File: config.mk
export PLATFORM = sky130hd
export DESIGN_NAME = multi_channel_oversample_filter
export DESIGN_NICKNAME = d
export VERILOG_FILES = /design/src/rtl/multi_channel_oversample_filter.sv
export SDC_FILE = /design/constraint.sdc
export NUM_CORES = 2
export LEC_CHECK = 0
export CORE_ASPECT_RATIO = 1.25
export CORE_MARGIN = 3
export CORE_UTILIZATION = 35
export CTS_CLUSTER_SIZE = 20
export DETAILED_ROUTE_END_ITERATION = 8
export PLACE_DENSITY = 0.52
export SYNTH_ARGS = -nofsm -noshare
export SYNTH_HDL_FRONTEND = slang
export SYNTH_SLANG_ARGS = --single-unit
File: constraint.sdc
create_clock -name clk_in -period 6.62 [get_ports clk_in]
set_clock_uncertainty 0.1 [all_clocks]
set_input_delay 0.662 -clock clk_in [delete_from_list [all_inputs] [get_ports clk_in]]
set_output_delay 0.662 -clock clk_in [all_outputs]
set_load 0.01 [all_outputs]
File: src/rtl/multi_channel_oversample_filter.sv
// N-channel time-multiplexed oversample averager: per-channel IDLE/DELAY/SAMPLE state,
// accumulator and config. Define OSF_ROUND_EN for round-half-up with saturation.
module multi_channel_oversample_filter #(
    parameter int N_CHAN    = 8,
    parameter int W_CHAN    = 3,
    parameter int W_DATA    = 18,
    parameter int W_EP      = 16,
    parameter int W_OSM     = 4,
    parameter int OSM_INIT  = 0,
    parameter int CDLY_INIT = 0
) (
    input  logic                     clk_in,
    input  logic                     reset_n_in,
    input  logic signed [W_DATA-1:0] data_in,
    input  logic [W_CHAN-1:0]        chan_in,
    input  logic                     data_valid_in,
    input  logic [N_CHAN-1:0]        activate_in,
    input  logic [W_CHAN-1:0]        cfg_chan_in,
    input  logic [W_OSM-1:0]         osm_in,
    input  logic [W_EP-1:0]          cycle_delay_in,
    input  logic                     update_en_in,
    input  logic                     update_in,
    output logic signed [W_DATA-1:0] data_out,
    output logic [W_CHAN-1:0]        chan_out,
    output logic                     data_valid_out
);

    localparam int MAX_OS = (1 << W_OSM) - 1;
    localparam int ACC_W  = W_DATA + MAX_OS;
    localparam int W_CNT  = (W_EP > MAX_OS + 1) ? W_EP : MAX_OS + 1;

    typedef enum logic [1:0] {
        IDLE   = 2'd0,
        DELAY  = 2'd1,
        SAMPLE = 2'd2
    } chan_state_e;

    // Per-channel context; ctx_q[c].state is the observable FSM state of channel c.
    typedef struct packed {
        chan_state_e       state;
        logic [ACC_W-1:0]  sum;
        logic [W_CNT-1:0]  cnt;
    } chan_ctx_t;

    chan_ctx_t        ctx_q  [N_CHAN];
    chan_ctx_t        ctx_d  [N_CHAN];
    logic [W_OSM-1:0] osm_q  [N_CHAN];
    logic [W_OSM-1:0] osm_d  [N_CHAN];
    logic [W_EP-1:0]  cdly_q [N_CHAN];
    logic [W_EP-1:0]  cdly_d [N_CHAN];

    logic [N_CHAN-1:0] data_hit;
    logic [N_CHAN-1:0] cfg_hit;
    logic [N_CHAN-1:0] take;
    logic [N_CHAN-1:0] full;
    logic [ACC_W-1:0]  acc_nxt [N_CHAN];
    logic [W_CNT-1:0]  cnt_nxt [N_CHAN];
    logic [ACC_W-1:0]  data_sx;

    logic              done_v;
    logic [W_CHAN-1:0] done_chan;
    logic [ACC_W-1:0]  done_acc;
    logic [W_OSM-1:0]  done_osm;
    logic signed [W_DATA-1:0] avg;

    logic signed [W_DATA-1:0] data_out_q, data_out_d;
    logic [W_CHAN-1:0]        chan_out_q, chan_out_d;
    logic                     data_valid_q, data_valid_d;

    assign data_sx = {{MAX_OS{data_in[W_DATA-1]}}, data_in};

    // Channel tags >= N_CHAN match no index, so such words and writes fall through.
    always_comb begin
        for (int c = 0; c < N_CHAN; c++) begin
            data_hit[c] = data_valid_in && (chan_in == W_CHAN'(c));
            cfg_hit[c]  = update_in && update_en_in && (cfg_chan_in == W_CHAN'(c));
            take[c]     = (ctx_q[c].state == SAMPLE) ||
                          ((ctx_q[c].state == DELAY) && (ctx_q[c].cnt >= W_CNT'(cdly_q[c])));
            acc_nxt[c]  = ((ctx_q[c].state == SAMPLE) ? ctx_q[c].sum : '0) + data_sx;
            cnt_nxt[c]  = ((ctx_q[c].state == SAMPLE) ? ctx_q[c].cnt : '0) + W_CNT'(1);
            full[c]     = (cnt_nxt[c] == (W_CNT'(1) << osm_q[c]));
        end
    end

    always_comb begin
        done_v    = 1'b0;
        done_chan = '0;
        done_acc  = '0;
        done_osm  = '0;
        for (int c = 0; c < N_CHAN; c++) begin
            ctx_d[c]  = ctx_q[c];
            osm_d[c]  = osm_q[c];
            cdly_d[c] = cdly_q[c];
            if (cfg_hit[c]) begin
                osm_d[c]       = osm_in;
                cdly_d[c]      = cycle_delay_in;
                ctx_d[c].state = activate_in[c] ? SAMPLE : IDLE;
                ctx_d[c].sum   = '0;
                ctx_d[c].cnt   = '0;
            end else if (!activate_in[c]) begin
                ctx_d[c].state = IDLE;
                ctx_d[c].sum   = '0;
                ctx_d[c].cnt   = '0;
            end else if (ctx_q[c].state == IDLE) begin
                ctx_d[c].state = SAMPLE;
            end else if (data_hit[c]) begin
                if (!take[c]) begin
                    ctx_d[c].cnt = ctx_q[c].cnt + W_CNT'(1);
                end else if (full[c]) begin
                    ctx_d[c].state = DELAY;
                    ctx_d[c].sum   = '0;
                    ctx_d[c].cnt   = '0;
                    done_v         = 1'b1;
                    done_chan      = W_CHAN'(c);
                    done_acc       = acc_nxt[c];
                    done_osm       = osm_q[c];
                end else begin
                    ctx_d[c].state = SAMPLE;
                    ctx_d[c].sum   = acc_nxt[c];
                    ctx_d[c].cnt   = cnt_nxt[c];
                end
            end
        end
    end

`ifdef OSF_ROUND_EN
    logic [ACC_W:0] rnd_bias;
    logic [ACC_W:0] rnd_sum;
    logic [ACC_W:0] rnd_shr;

    always_comb begin
        rnd_bias = '0;
        if (done_osm != '0) begin
            rnd_bias = (ACC_W+1)'(1) << (done_osm - W_OSM'(1));
        end
        rnd_sum = {done_acc[ACC_W-1], done_acc} + rnd_bias;
        rnd_shr = $signed(rnd_sum) >>> done_osm;
        if (rnd_shr[ACC_W:W_DATA-1] == {(ACC_W-W_DATA+2){rnd_shr[ACC_W]}}) begin
            avg = rnd_shr[W_DATA-1:0];
        end else begin
            avg = {rnd_shr[ACC_W], {(W_DATA-1){~rnd_shr[ACC_W]}}};
        end
    end
`else
    assign avg = W_DATA'($signed(done_acc) >>> done_osm);
`endif

    // Output is valid-only (no ready): data_valid_out pulses one cycle per completed
    // average and data_out/chan_out hold their last value otherwise.
    always_comb begin
        data_valid_d = done_v;
        chan_out_d   = done_v ? done_chan : chan_out_q;
        data_out_d   = done_v ? avg : data_out_q;
    end

    always_ff @(posedge clk_in or negedge reset_n_in) begin
        if (!reset_n_in) begin
            for (int c = 0; c < N_CHAN; c++) begin
                ctx_q[c]  <= '{state: IDLE, sum: '0, cnt: '0};
                osm_q[c]  <= W_OSM'(OSM_INIT);
                cdly_q[c] <= W_EP'(CDLY_INIT);
            end
            data_out_q   <= '0;
            chan_out_q   <= '0;
            data_valid_q <= 1'b0;
        end else begin
            for (int c = 0; c < N_CHAN; c++) begin
                ctx_q[c]  <= ctx_d[c];
                osm_q[c]  <= osm_d[c];
                cdly_q[c] <= cdly_d[c];
            end
            data_out_q   <= data_out_d;
            chan_out_q   <= chan_out_d;
            data_valid_q <= data_valid_d;
        end
    end

    assign data_out       = data_out_q;
    assign chan_out       = chan_out_q;
    assign data_valid_out = data_valid_q;

endmodule

# == After elaboration in Yosys (flattened, before gate mapping) ==
# Cells that the tools add are included.
# op_classes
add_sub_neg,24
multipliers,0
n_div,0
order_cmp,8
eq_ne,78
n_shift,9
mux,274
n_bitwise,0
reduce_logical,67
# ops
op,n
$mux W33,56
$mux W51,32
$mux W49,8
$mux W35,8
$add A33 B33 Y33,8
$add A16 B1 Y16 const B,16
$mux W16,16
$mux W4,48
$eq A16 B16 Y1,8
$ge A16 B16 Y1,8
$shl A1 B4 Y16 const A,8
$mux W3,36
$ne A4 B1 Y1 const B,16
$mux W1,54
$ne A3 B1 Y1 const B,16
$sshr A33 B4 Y18,1
$mux W2,16
$reduce_and A2 Y1,16
$logic_and A1 B1 Y1,25
$eq A3 B3 Y1 const B,8
$ne A3 B3 Y1 const B,8
$reduce_and A3 Y1,8
$eq A2 B1 Y1 const B,8
$eq A2 B2 Y1 const B,8
other kinds (5),24
# totals
regBits,590
latchBits,0
ram_bits,0
rom_bits,0
inputBits,57
out_inout_bits,22
elab_cells,503
n_memories,0

# == Logic depth before layout (Yosys ltp) ==
# logic_depth
ltp_word,53
ltp_mapped,26

# == Worst setup path after synthesis ==
# Ideal clock, no wire load.
# synth_path
path_type,flip-flop to flip-flop
from,register ctx_q[407] (netlist name)
to,register data_out_q[14] (netlist: data_out[14])
setup_time_ns,0.138
arrival_time_ns,5.445
path_slack_ns,0.937
path_stages_with_launch,23
n_path_buf,7
path_cell_list,dfrtp_1 > nor2b_1 > clkbuf_1 > clkbuf_1 > clkbuf_1 > clkbuf_1 > and2_1 > ha_1 > nand3_1 > nor3_1 > xnor2_1 > a21boi_0 > a2111o_1 > or4_4 > nor4b_4 > buf_6 > a221o_1 > o221ai_1 > a41o_1 > buf_2 > buf_2 > a2111oi_0 > a21oi_1
# synth_between
elab_chain_len,53
word_cells_on_any_way,155
classes_between,add/sub (2); eq/ne (3); shift (1); mux (146); reduce/logical (3)
# synth_rtl
item,line,rtl
start: declaration,45,chan_ctx_t ctx_q [N_CHAN];
start signal: indexed assignment,159,"ctx_q[c] <= '{state: IDLE, sum: '0, cnt: '0};"
start signal: indexed assignment,168,ctx_q[c] <= ctx_d[c];
$eq A2 B2 Y1,"77, 79, 80",
$mux W16,80,cnt_nxt[c] = ((ctx_q[c].state == SAMPLE) ? ctx_q[c].cnt : '0) + W_CNT'(1);
$add A16 B1 Y16,80,
$eq A16 B16 Y1,81,full[c] = (cnt_nxt[c] == (W_CNT'(1) << osm_q[c]));
$mux W33 / $mux W4 (equally long branches),109,end else if (full[c]) begin
$mux W33 / $mux W4 (equally long branches),107,if (!take[c]) begin
$mux W33 / $mux W4 (equally long branches),106,end else if (data_hit[c]) begin
$mux W33 / $mux W4 (equally long branches),104,end else if (ctx_q[c].state == IDLE) begin
[... 37 more ...],--,
$mux W33 / $mux W4 (equally long branches),94,if (cfg_hit[c]) begin
$mux W33 / $mux W4 (equally long branches),109,
$mux W33 / $mux W4 (equally long branches),107,
$mux W33 / $mux W4 (equally long branches),106,
$mux W33 / $mux W4 (equally long branches),104,
$mux W33 / $mux W4 (equally long branches),100,end else if (!activate_in[c]) begin
$mux W33 / $mux W4 (equally long branches),94,
$sshr A33 B4 Y18,145,assign avg = W_DATA'($signed(done_acc) >>> done_osm);
end signal: assignment,172,data_out_q <= data_out_d;
end: declaration,66,"logic signed [W_DATA-1:0] data_out_q, data_out_d;"
# Several ways; a longest one is shown, not always the timed one.
# A chain may end at the register's enable or synchronous reset.

# == Worst setup path after layout ==
# layout_path
from,register ctx_q[203] (netlist name)
to,register data_out_q[14] (netlist: data_out[14])
# layout_between
elab_chain_len,29
word_cells_on_any_way,83
classes_between,add/sub (2); eq/ne (3); shift (1); mux (74); reduce/logical (3)
# layout_rtl
item,line
$eq A2 B2 Y1,"77, 79, 80"
$mux W16,80
$add A16 B1 Y16,80
$eq A16 B16 Y1,81
$mux W33 / $mux W4 (equally long branches),109
$mux W33 / $mux W4 (equally long branches),107
$mux W33 / $mux W4 (equally long branches),106
$mux W33 / $mux W4 (equally long branches),104
[... 13 more ...],--
$mux W33 / $mux W4 (equally long branches),94
$mux W33 / $mux W4 (equally long branches),109
$mux W33 / $mux W4 (equally long branches),107
$mux W33 / $mux W4 (equally long branches),106
$mux W33 / $mux W4 (equally long branches),104
$mux W33 / $mux W4 (equally long branches),100
$mux W33 / $mux W4 (equally long branches),94
$sshr A33 B4 Y18,145
# Several ways; a longest one is shown, not always the timed one.

==> impl_metrics.ini <==
[run_status]
status = complete, no violations

[worst_setup_path]
cp.arrival_ns = 6.65
startpoint_type = register
endpoint_kind = register
critPathMaxFanout = 32
reg2reg_slack_ns = 0.42
reg2reg_from = ctx_q[203]
required_ns = 7.07
ff2ff_path_depth = 20
path_class = reg -> reg
worst_r2r_endpoint = data_out[14]

[hold_path]
hold_start = ctx_q[251]
worstHoldEndpoint = ctx_q[251]
holdPathStages = 2
worst_hold_path_type = reg -> reg

[timing]
holdWs_ns = 0.3701
final-setup-viol-count = 0
slew_headroom_pct = 19.83
slew_violations = 0
setup_tns_ns = 0
worst_slew_pin_slew_ns = 1.197
timing_hold_violations_final = 0
finalCritPeriodShare_pct = 93.68
period_needed_ns = 6.201
rsz0062_at_grt = no
fmax_mhz = 161.3

[routing]
num_vias = 48120
drt_iter0_markers = 3556
viasPerCell = 5.877
wl_um = 188900
drtPass1Iterations = 6
wl_per_cell_um = 23.08
drtAntennaViolNets = 0
drc = 0

[pwr]
p_seq_share_pct = 39.5
p_leak_uw = 0.02571
ir_drop_mv = 0.1795
power_frac_clock_pct = 40.8
p_comb_share_pct = 19.7
switching_share_pct = 32.11
p_int_uw = 7386
power.switching_uw = 3493
power.density_mw_per_mm2 = 188.9

[die]
rows = 157
initial_utilization_pct = 35.29
core_mm2 = 0.1467
die_w_um = 350.0
dieArea_mm2 = 0.1526
die_h_um = 436.0
ios = 79

[yosys]
synth-simple-area-share_pct = 22.52
synth_top_area_share_pct = 28.51
ys_async_sr_fraction_pct = 100.0
synth_xor_area_share_pct = 5.440
synth_warnings = 0
ys_top_cells_by_area = dfrtp_1 29%, ha_1 9.7%, o21ai_0 4.8%
yosysTopAreaCell = dfrtp_1
synthAdderAreaFrac_pct = 9.975
synth-edff-count = 0
syn-mean-instance-area_um2 = 8.263
synth_compound_gate_area_share_pct = 25.23
synth.area.mux_share_pct = 3.654
syn-num-nets = 6731
syn-cell-area_mm2 = 0.05178
yosys_most_used_dff = dfrtp_1
syn-instance-count = 6266
ys_ff_latch = 590
ys_types = 109
synth_top_family_by_area = compound AO/OA/AOI/OAI gates
seq_area_frac_synth_pct = 28.51

[clock_tree]
numCtsBuffers = 78
cts_root_buf = clkbuf_16
cts_tree = built
post_cts_buffers = 0
htree_num_levels = 3
cts_sinks = 590
clk_latency_ns = 0.68
cts_buffer_depth = 3
clk_pin_slew_worst_paths_ns = 0.06

[cells_and_area]
layout.cells.most_common = nand2_1
final_cells = 8188
register_area_mm2 = 0.01476
area_growth_pct = 11.24
layout_common_cells = 619 x nand2_1, 590 x dfrtp_1, 492 x o21ai_0
multi_input_area_mm2 = 0.03480
drive_gt1_share_pct = 7.741
nFillCells = 14990
fin_nets = 6686

[grt]
grt_overflow = 0
grt_first_pass_wirelength_um = 286800
track_usage_pct = 24.15
grt_pass1_vias = 46400
antenna_found_initial = 6
grt_max_degree = 147

[place]
gp_congestion = 0.9247
placed_cells = 8048
numPortBuffers = 78
hpwl_um = 139300

[job]
drv_cap = 0
-- power groups by stage --
| stage | clock network [µW] | registers (µW) | logic (µW) |
|---|---|---|---|
| global placement | 0 | 4360 | 2110 |
| floorplan | 0 | 4120 | 1430 |
| finish | 4430 | 4300 | 2140 |
| detailed placement | 0 | 4350 | 2150 |
| global route | 4690 | 4340 | 2390 |
| CTS | 4560 | 4290 | 2160 |
-- stage by stage --
| stage | instance area [µm²] | worst slack (ns) | utilization, % | power, µW |
|---|---|---|---|---|
| final | 57600 | 0.4186 | 39.25 | 10880 |
| after global routing | 57590 | 0.03672 | 39.25 | 11410 |
| after CTS | 57590 | 0.4519 | 39.25 | 11020 |
| after detailed placement | 54990 | 0.3594 | 37.48 | 6504 |
| after global placement | 54990 | 0.3332 | 37.48 | 6470 |
| after floorplan | 51780 | 0.9374 | - | 5555 |
-- what timing repair did --
action | 4_1_cts | 5_1_grt
endpoints found under the setup margin | 0 | 1
hold buffers | 1 | 0
resized for setup | 0 | 1
hold endpoints to repair | 65 | 0
-- synth_stat cells (all sizes together), types with 34 or more instances --
| master | count |
|---|---|
| nor3 | 131 |
| dfrtp | 590 |
| a22o | 230 |
| o21a | 57 |
| nor2b | 71 |
| nor4 | 60 |
| nand2b | 90 |
| or3 | 50 |
| nand3 | 150 |
| a211oi | 66 |
| inv | 232 |
| o21ai | 503 |
| a21o | 139 |
| and3 | 63 |
| a31oi | 69 |
| o31ai | 46 |
| xor2 | 126 |
| buf | 86 |
| nor2 | 414 |
| nand2 | 622 |
| ha | 400 |
| mux2i | 90 |
| nand4 | 108 |
| o211ai | 58 |
| xnor2 | 193 |
| and2 | 302 |
| clkbuf | 283 |
| a21oi | 350 |
| mux2 | 78 |
| o22ai | 34 |
-- cell type report --
type / count / area share (%)
multi-input cells: 5074 / 60.42
diodes: 2 / 0.008689
flip-flops and latches: 590 / 25.63
well taps: 1908 / 4.145
clock inverters: 21 / 0.4975
repair buffers: 244 / 3.789
clock buffers: 116 / 3.993
inverters: 233 / 1.518
-- per-layer routing --
metal | wire length [µm] | share of wire (%) | global-route usage (%)
met4 | 11490 | 6.1 | 13.46
met1 | 79210 | 42 | 29.89
met2 | 90300 | 48 | 40.96
met3 | 7903 | 4.2 | 2.430
met5 | 50 | 0.026 | 0
-- how the worst max path moves through the flow --
stage / startpoint / end / cells past startpoint
detailed placement: data_in[0] / data_out[17] / 20
finish: ctx_q[203] / data_out[14] / 20
global placement: data_in[0] / data_out[17] / 20
floorplan: ctx_q[407] / data_out[14] / 22
CTS: ctx_q[305] / data_out[14] / 19
global route: ctx_q[305] / data_out[14] / 19
-- state kept, by name, indices dropped and copies added, names as in the netlist --
signal          flops
ctx_q             408
cdly_q            128
osm_q              32
data_out           18
chan_out            3
data_valid_out      1
-- critical path, stage by stage, from the launching register on --
cell	delay, ns
dfrtp_1	0.54
nor2b_2	0.26
buf_4	0.35
and2_1	0.22
ha_1	0.24
a21oi_1	0.19
o211ai_1	0.17
o311ai_0	0.76
a21oi_1	0.25
nor2_1	0.34
o311ai_0	0.22
buf_4	0.19
a221o_1	0.35
a21oi_1	0.18
xnor2_1	0.12
a2111oi_0	0.64
and4b_1	0.28
nor2_1	0.10
nor3_1	0.05
a2111oi_0	0.44
a21oi_1	0.08
-- kinds of logic (layout without fill, tap and decap cells) --
group | Yosys count | after routing
flops | 590 | 590
mux | 173 | 173
buf+inv | 602 | 614
xor+xnor | 320 | 320
compound gates | 1926 | 1926
simple gates | 2247 | 2247
fa+ha+maj | 408 | 408
other cells | 0 | 2
No activity file was read; power rests on OpenSTA's default activity.
